===== src/rtl/edge_pkg.sv =====
// Shared Edge pipeline constants and controller state encoding.
// Used by the stream controller, Edge and the Hough accumulator.
package edge_pkg;

  localparam int BUFF = 300;
  localparam int LAT  = BUFF + 3;
  localparam int FLW  = $clog2(LAT + 1);

  localparam logic [FLW-1:0] LAT_V = FLW'(LAT);

  typedef enum logic [1:0] {
    IDLE,
    RUN,
    FLUSH
  } state_t;

  function automatic logic cfgOk(
    input logic [15:0] w,
    input logic [15:0] h
  );
    return (w != 16'd0) && (h != 16'd0) &&
           (w <= 16'(BUFF));
  endfunction

endpackage


===== src/rtl/edge_pos_counter.sv =====
// Column/row position within a frame, with wrap and first/last flags.
// Ports: Clk, nReset, clear, adv, wLat/hLat in; col, row, flags out.
module edge_pos_counter (
  input  logic       Clk,
  input  logic       nReset,
  input  logic       clear,
  input  logic       adv,
  input  logic [7:0] wLat,
  input  logic [7:0] hLat,
  output logic [7:0] col,
  output logic [7:0] row,
  output logic       first,
  output logic       lineFirst,
  output logic       last
);

  logic colLast;

  assign colLast   = (col == wLat - 8'd1);
  assign first     = (col == 8'd0) && (row == 8'd0);
  assign lineFirst = (col == 8'd0);
  assign last      = colLast && (row == hLat - 8'd1);

  always_ff @(posedge Clk or negedge nReset) begin
    if (!nReset) begin
      col <= 8'd0;
      row <= 8'd0;
    end else if (clear) begin
      col <= 8'd0;
      row <= 8'd0;
    end else if (adv) begin
      if (colLast) begin
        col <= 8'd0;
        row <= row + 8'd1;
      end else begin
        col <= col + 8'd1;
      end
    end
  end

endmodule


===== src/rtl/edge_stream_ctrl.sv =====
// Feeds one frame from a valid/ready source into Edge, then flushes.
// Ports: Start/Width/Height cfg, Src* stream in, Edge* out, status out.
module edge_stream_ctrl
  import edge_pkg::*;
(
  input  logic       Clk,
  input  logic       nReset,
  input  logic       Start,
  input  logic [7:0] Width,
  input  logic [7:0] Height,
  input  logic [7:0] SrcPixel,
  input  logic       SrcValid,
  output logic       SrcReady,
  output logic [7:0] EdgePixel,
  output logic       EdgeFrame,
  output logic       EdgeLine,
  output logic [7:0] EdgeWidth,
  output logic       Busy,
  output logic       Done,
  output logic       CfgErr,
  output logic       Underrun
);

  state_t state;
  state_t nextState;

  logic [FLW-1:0] flush;
  logic [FLW-1:0] flushD;
  logic [7:0]     wLat;
  logic [7:0]     hLat;
  logic           aborted;
  logic           abortD;

  logic [7:0] col;
  logic [7:0] row;
  logic       first;
  logic       lineFirst;
  logic       last;

  logic       xfer;
  logic       startOk;
  logic       accept;
  logic [7:0] pixD;
  logic       frameD;
  logic       lineD;
  logic       doneD;
  logic       cfgErrD;
  logic       underrunD;

  assign xfer    = SrcValid && (state == RUN);
  assign startOk = cfgOk({8'h00, Width}, {8'h00, Height});
  assign EdgeWidth = wLat;

  edge_pos_counter uPos (
    .Clk       (Clk),
    .nReset    (nReset),
    .clear     (accept),
    .adv       (xfer),
    .wLat      (wLat),
    .hLat      (hLat),
    .col       (col),
    .row       (row),
    .first     (first),
    .lineFirst (lineFirst),
    .last      (last)
  );

  always_ff @(posedge Clk or negedge nReset) begin
    if (!nReset) state <= IDLE;
    else         state <= nextState;
  end

  always_comb begin
    nextState = state;
    unique case (state)
      IDLE: begin
        if (Start && startOk) nextState = RUN;
      end
      RUN: begin
        if (xfer && last)          nextState = FLUSH;
        else if (!SrcValid && !first) nextState = FLUSH;
      end
      FLUSH: begin
        if (flush == FLW'(1)) nextState = IDLE;
      end
      default: nextState = IDLE;
    endcase
  end

  always_comb begin
    accept    = 1'b0;
    pixD      = 8'd0;
    frameD    = 1'b0;
    lineD     = 1'b0;
    doneD     = 1'b0;
    cfgErrD   = 1'b0;
    underrunD = Underrun;
    flushD    = flush;
    abortD    = aborted;
    unique case (state)
      IDLE: begin
        if (Start) begin
          if (startOk) begin
            accept    = 1'b1;
            underrunD = 1'b0;
            abortD    = 1'b0;
          end else begin
            cfgErrD = 1'b1;
          end
        end
      end
      RUN: begin
        if (xfer) begin
          pixD   = SrcPixel;
          frameD = first;
          lineD  = lineFirst;
          if (last) flushD = LAT_V;
        end else if (!first) begin
          // Edge cannot stall, so a mid-frame gap kills the frame
          underrunD = 1'b1;
          abortD    = 1'b1;
          flushD    = LAT_V;
        end
      end
      FLUSH: begin
        flushD = flush - FLW'(1);
        if (flush == FLW'(1)) doneD = !aborted;
      end
      default: ;
    endcase
  end

  always_ff @(posedge Clk or negedge nReset) begin
    if (!nReset) begin
      flush     <= '0;
      wLat      <= 8'd0;
      hLat      <= 8'd0;
      aborted   <= 1'b0;
      EdgePixel <= 8'd0;
      EdgeFrame <= 1'b0;
      EdgeLine  <= 1'b0;
      Done      <= 1'b0;
      CfgErr    <= 1'b0;
      Underrun  <= 1'b0;
      SrcReady  <= 1'b0;
      Busy      <= 1'b0;
    end else begin
      flush     <= flushD;
      aborted   <= abortD;
      EdgePixel <= pixD;
      EdgeFrame <= frameD;
      EdgeLine  <= lineD;
      Done      <= doneD;
      CfgErr    <= cfgErrD;
      Underrun  <= underrunD;
      SrcReady  <= (nextState == RUN);
      Busy      <= (nextState != IDLE);
      if (accept) begin
        wLat <= Width;
        hLat <= Height;
      end
    end
  end

endmodule


===== config.mk =====
export PLATFORM = sky130hd
export DESIGN_NAME = edge_stream_ctrl
export DESIGN_NICKNAME = d
export VERILOG_FILES = /design/src/rtl/edge_pkg.sv /design/src/rtl/edge_pos_counter.sv /design/src/rtl/edge_stream_ctrl.sv
export SDC_FILE = /design/constraint.sdc
export NUM_CORES = 1
export LEC_CHECK = 0
export BUFFER_PORTS_ARGS = -buffer_cell sky130_fd_sc_hd__buf_2
export CORE_MARGIN = 1.5
export CORE_UTILIZATION = 57
export DETAILED_ROUTE_END_ITERATION = 8
export PLACE_DENSITY = 0.8
export SLEW_MARGIN = 20
export SYNTH_ARGS = -nofsm -noshare
export SYNTH_HDL_FRONTEND = slang
export SYNTH_SLANG_ARGS = --single-unit
export TNS_END_PERCENT = 50

===== constraint.sdc =====
create_clock -name Clk -period 3.76 [get_ports Clk]
set_clock_uncertainty 0.1 [all_clocks]
set_input_delay 0.752 -clock Clk [delete_from_list [all_inputs] [get_ports Clk]]
set_output_delay 0.752 -clock Clk [all_outputs]
set_load 0.05 [all_outputs]

# Yosys cells after proc, flatten, opt, wreduce, memory -nomap -nowiden
# Cells that the tools add are included.
# Widths: inputs -> output; s select.
dict set report classes {
  muxes 34
  reduce_logical 23
  addsub 5
  eq_ne 12
}
# operator n
set ops {}
lappend ops {{$mux 8} 8}
lappend ops {{$mux 9} 3}
lappend ops {{$pmux 9 s2} 1}
lappend ops {{$add 8x1->8 const B} 2}
lappend ops {{$eq 8x8->1} 2}
lappend ops {{$logic_not 8->1} 2}
lappend ops {{$mux 1} 16}
lappend ops {{$reduce_bool 8->1} 2}
lappend ops {{$sub 8x1->8 const B} 2}
lappend ops {{$reduce_bool 2->1} 5}
lappend ops {{$eq 9x1->1 const B} 1}
lappend ops {{$sub 9x1->9 const B} 1}
lappend ops {{$mux 2} 4}
lappend ops {{$ne 2x2->1 const B} 4}
lappend ops {{$logic_and 1x1->1} 7}
lappend ops {{$ne 3x3->1 const B} 2}
lappend ops {{$pmux 2 s3} 1}
lappend ops {{$reduce_and 5->1} 1}
lappend ops {{$eq 2x1->1 const B} 2}
lappend ops {{$logic_not 1->1} 3}
lappend ops {{$reduce_and 3->1} 1}
lappend ops {{$eq 2x2->1 const B} 1}
lappend ops {{$logic_not 2->1} 1}
lappend ops {{$pmux 1 s2} 1}
lappend ops {{$reduce_and 2->1} 1}
dict set report totals {
  output_inout_bits 23
  wordCells 88
  reg_bits 58
}

# Logic depth before layout (Yosys ltp)
dict set report logic_depth {
  depth_word 8
  depth_mapped 11
  depth_no_buf 9
}

# Cells and area by module
# A second synthesis with hierarchy kept.
dict set report unflattened {
  hier_cells 313
  area_unflattened_um2 3140.5
}
# module cells_per_inst area_per_inst_um2 instances
set modules_own_cells {}
lappend modules_own_cells {edge_stream_ctrl 136 1707.9 1}
lappend modules_own_cells {edge_pos_counter 177 1432.6 1}

# Least setup slack after synthesis
# OpenSTA, ideal clock, no wires.
dict set report synth_path {
  path_type {register to register}
  start {reg wLat[0], in the netlist EdgeWidth[0]}
  end {reg flush[0]}
  n_path_buf 1
  stages_incl_launch_ff 11
  slack_ns 0.619
  t_arrival_ns 2.917
  setup_ns 0.125
  path_cell_list {dfrtp_1 -> buf_6 -> inv_1 -> ha_1 -> xor2_1 -> o211ai_1 -> nor4_1 -> o211ai_4 -> a2111o_1 -> a21boi_2 -> mux2_2}
}
dict set report synth_via {
  elab_chain_len 5
}
# element line
set synth_rtl {}
lappend synth_rtl {{start: declaration} edge_stream_ctrl.sv:29} ;# logic [7:0] wLat;
lappend synth_rtl {{start signal: assignment} edge_stream_ctrl.sv:159} ;# wLat <= Width;
lappend synth_rtl {{$sub 8x1->8} edge_pos_counter.sv:19} ;# assign colLast = (col == wLat - 8'd1);
lappend synth_rtl {{$eq 8x8->1} edge_pos_counter.sv:19}
lappend synth_rtl {{$logic_and 1x1->1} edge_pos_counter.sv:22} ;# assign last = colLast && (row == hLat - 8'd1);
lappend synth_rtl {{$ne 3x3->1 (no source line)} n/a}
lappend synth_rtl {{$reduce_and 3->1 (no source line)} n/a}
lappend synth_rtl {{end signal: assignment} edge_stream_ctrl.sv:148} ;# flush <= flushD;
lappend synth_rtl {{end: declaration} edge_stream_ctrl.sv:27} ;# logic [FLW-1:0] flush;
# No other way between the ends.
# A chain may end at the register's enable or synchronous reset.

# Final worst setup path
dict set report layout_path {
  start {reg wLat[0], in the netlist EdgeWidth[0]}
  end {reg flush[1]}
}
# Same word-level chain as after synthesis.

==> reports/results.ini <==
[placement]
hpwl_um = 5330
port_buffers = 50
gp_congestion = 0.836
placed_area_um2 = 3670

[worst_setup_path]
critPathMaxStageDelay_ns = 0.49
path_cells = inv_1, ha_1, xor2_1, o211ai_1, nor4_1, o211ai_4, a2111o_1, a21boi_2, mux2_2
crit_type = reg2reg
critical_path_required_ns = 3.89
crit_path_end_kind = flip-flop
cp_slowest_cell = dfrtp_1
worst-path-buf-inv = 1
worst_ep_arrival_time_ns = 3.30
r2r-end = flush[1]
r2r-start = EdgeWidth[0]
reg2reg_depth = 9
critPathMaxFanout = 10
critical-path-top-delay-family = compound AO/OA/AOI/OAI gates
r2r_slack_ns = 0.59
start_kind = flip-flop

[cts]
clockBufferDepth = 2
cts_tree = built
clk_pin_slew_worst_paths_ns = 0.07
root_buffer = clkbuf_8
cts_made_buffers = 9
cts.sinks = 58
postCtsSetupBuffers = 0
insertion_delay_ns = 0.34
htreeDepth = 3
ctsResizeCount = 0
holdBufCountCts = 0

[synthesis]
synth_edf_count = 0
yosys-top-cells-area = dfrtp_1 43%, nand2_1 7.0%, xnor2_1 4.7%
synth_async_sr_flop_share_pct = 100
synth-compound-area-share_pct = 15.3
synth.most_common_cell = nand2_1
synth-xor-area-share_pct = 6.01
synth_seq_cells = 58
synth_top_area_share_pct = 43.3
ys_types = 52
synth_fa_ha_area_share_pct = 4.48
ys.warnings.count = 0
syn_avg_cell_area_um2 = 9.02
synth_ff_type = dfrtp_1
synth_mux_area_share_pct = 1.31
yosysSeqAreaShare_pct = 43.3
netlist_area_um2 = 3350
syn_inst = 372
synth_simple_gate_area_share_pct = 25.2
syn_nets = 412
synth_area_leader_cell = dfrtp_1
ys_top_cells_by_count = 63 x nand2_1, 58 x dfrtp_1, 23 x a21oi_1, 21 x nor2_1, 21 x o21ai_0
synth_top_family_by_area = simple AND/OR/NAND/NOR gates

[detailed_routing]
drt_pre_antenna_iters = 4
routed_wl_um = 7330
vias = 2851
via_per_inst = 5.69
ant_nets = 0
drt_iter0_markers = 192
post_drt_wl_per_cell_um = 14.6
drc = 0

[run]
maxCapViolations = 0

[finish]
area_growth_pct = 16.0
final_area_um2 = 3890
drive_gt1_share_pct = 20.3
num-nets-final = 464
fillCellCount = 462
diodes = 0

[grt]
grt_max_degree = 51
grtUsageTotal_pct = 25.7
first_global_vias = 2730
grt_pass1_wl_um = 12500
grt_overflow = 0
antenna_found_initial = 0

[sta]
rsz0062_at_grt = false
hold_viol_final = 0
maxSlewHeadroom_pct = 44.0
fmaxAchievable_ghz = 0.315
maxSlewViolCount = 0
fin_tns_setup_ns = 0
setup_viol = 0
worstMarginPinSlew_ns = 0.818
hold_slack_ns = 0.305
finalCritPeriodShare_pct = 84.4
fin_crit_ns = 3.17

[floorplanning]
dieWidth_um = 79.7
io_pins = 51
die-area_um2 = 6350
initial_core_util_pct = 59.8
fp.dieH_um = 79.7
core_area_um2 = 5610
rows = 27

[power]
powerDensity_nw_per_um2 = 781
seqPwrFrac_pct = 31.5
ir_drop_mv = 0.473
p_sw_share_pct = 45.2
p_comb_share_pct = 47.6
p_switching_uw = 1370
p_int_uw = 1660
pwr-share-clk_pct = 20.9
leakagePower_uw = 0.00184

[worst_hold_path]
hold_class = in2async

[outcome]
outcome = complete, no violations

==> per-stage QoR <==
stage / instances / worst slack (ns) / util [%] / power, µW
global placement: 485 / 0.714 / 65.4 / 2370
finish: 501 / 0.588 / 69.4 / 3040
global route: 501 / 0.327 / 69.4 / 3250
CTS: 501 / 0.592 / 69.3 / 3050
detailed placement: 485 / 0.619 / 65.4 / 2410
floorplan: 372 / 0.619 / - / 2090
==> cell type report <==
type,instances,area [µm²],area share (%)
inverter,20,75.1,1.93
timing repair buffer,56,298,7.66
sequential,58,1450,37.3
clock buffer,10,128,3.28
tap,72,90.1,2.32
multi-input combinational,279,1760,45.2
clock inverter,6,91.3,2.35
==> state kept, by name, indices dropped and copies added, names as in the netlist <==
register and cells:
Done 1, hLat 8, CfgErr 1, uPos.row 8
uPos.col 8, state 2, EdgePixel 8, EdgeFrame 1
EdgeWidth 8, EdgeLine 1, flush 9, Busy 1
aborted 1, SrcReady 1
==> kinds of logic (layout without fill, tap and decap cells) <==
group / Yosys count / count (layout)
xor gates and xnor gates: 23 / 23
DFF: 58 / 58
adders and majority gates: 12 / 12
muxes: 4 / 4
AOI/OAI and AO/OA: 74 / 74
buffers and inverters: 35 / 92
and+or+nand+nor: 166 / 166
==> cells in the final DEF (no fill, tap or decap), types with 2 or more instances in the layout <==
master / n
nor4_1: 12
inv_1: 20
mux2_2: 3
clkinv_4: 3
a2bb2oi_1: 4
nand3_1: 6
o21ai_0: 21
buf_4: 7
dfrtp_1: 58
nor2b_1: 6
nor2_1: 20
bufinv_16: 2
and2_1: 7
and3_1: 12
nand2b_1: 5
ha_1: 12
o2bb2ai_1: 4
nor3_1: 15
nand2_1: 63
xnor2_1: 18
buf_2: 49
a21boi_0: 2
or3_1: 3
clkbuf_8: 9
xor2_1: 5
a21oi_1: 23
nand3b_1: 2
or2_2: 2
a21boi_2: 2
nand4_1: 4
a31oi_1: 4
==> per-layer routing <==
layer | vias to the layer above | share of wire, % | GRT usage [%] | routed length, µm
li1 | 1401 | - | - | -
met1 | 1362 | 45 | 33.5 | 3320
met2 | 75 | 48 | 40.9 | 3520
met3 | 13 | 4.8 | 5.60 | 349
met4 | 0 | 1.9 | 11.2 | 137
met5 | - | 0 | 0 | 0
==> how the worst max path moves through the flow <==
stage / startpoint / end / slack, ns / cells after the start
after floorplan: EdgeWidth[0] / flush[0] / 0.62 / 10
after global placement: EdgeWidth[0] / flush[0] / 0.71 / 9
after detailed placement: EdgeWidth[0] / flush[1] / 0.62 / 9
after CTS: EdgeWidth[0] / flush[1] / 0.59 / 9
after global routing: state[1] / flush[0] / 0.33 / 8
final: EdgeWidth[0] / flush[1] / 0.59 / 9
==> power groups by stage <==
| stage | clock [µW] | sequential (µW) | combinational, µW |
|---|---|---|---|
| final | 634 | 958 | 1440 |
| after global routing | 673 | 983 | 1600 |
| after CTS | 646 | 956 | 1450 |
| after detailed placement | 0 | 964 | 1440 |
| after global placement | 0 | 956 | 1410 |
| after floorplan | 0 | 1200 | 894 |
==> worst reg2reg max path, delay by kind of cell (launching register included) <==
kind	cells	cell delay [ns]
buf+inv	1	0.09
mux	1	0.35
flops	1	0.49
xor+xnor	1	0.15
fa+ha+maj	1	0.31
compound gates	4	1.11
simple gates	1	0.46
Power figures use the tool's default switching activity.
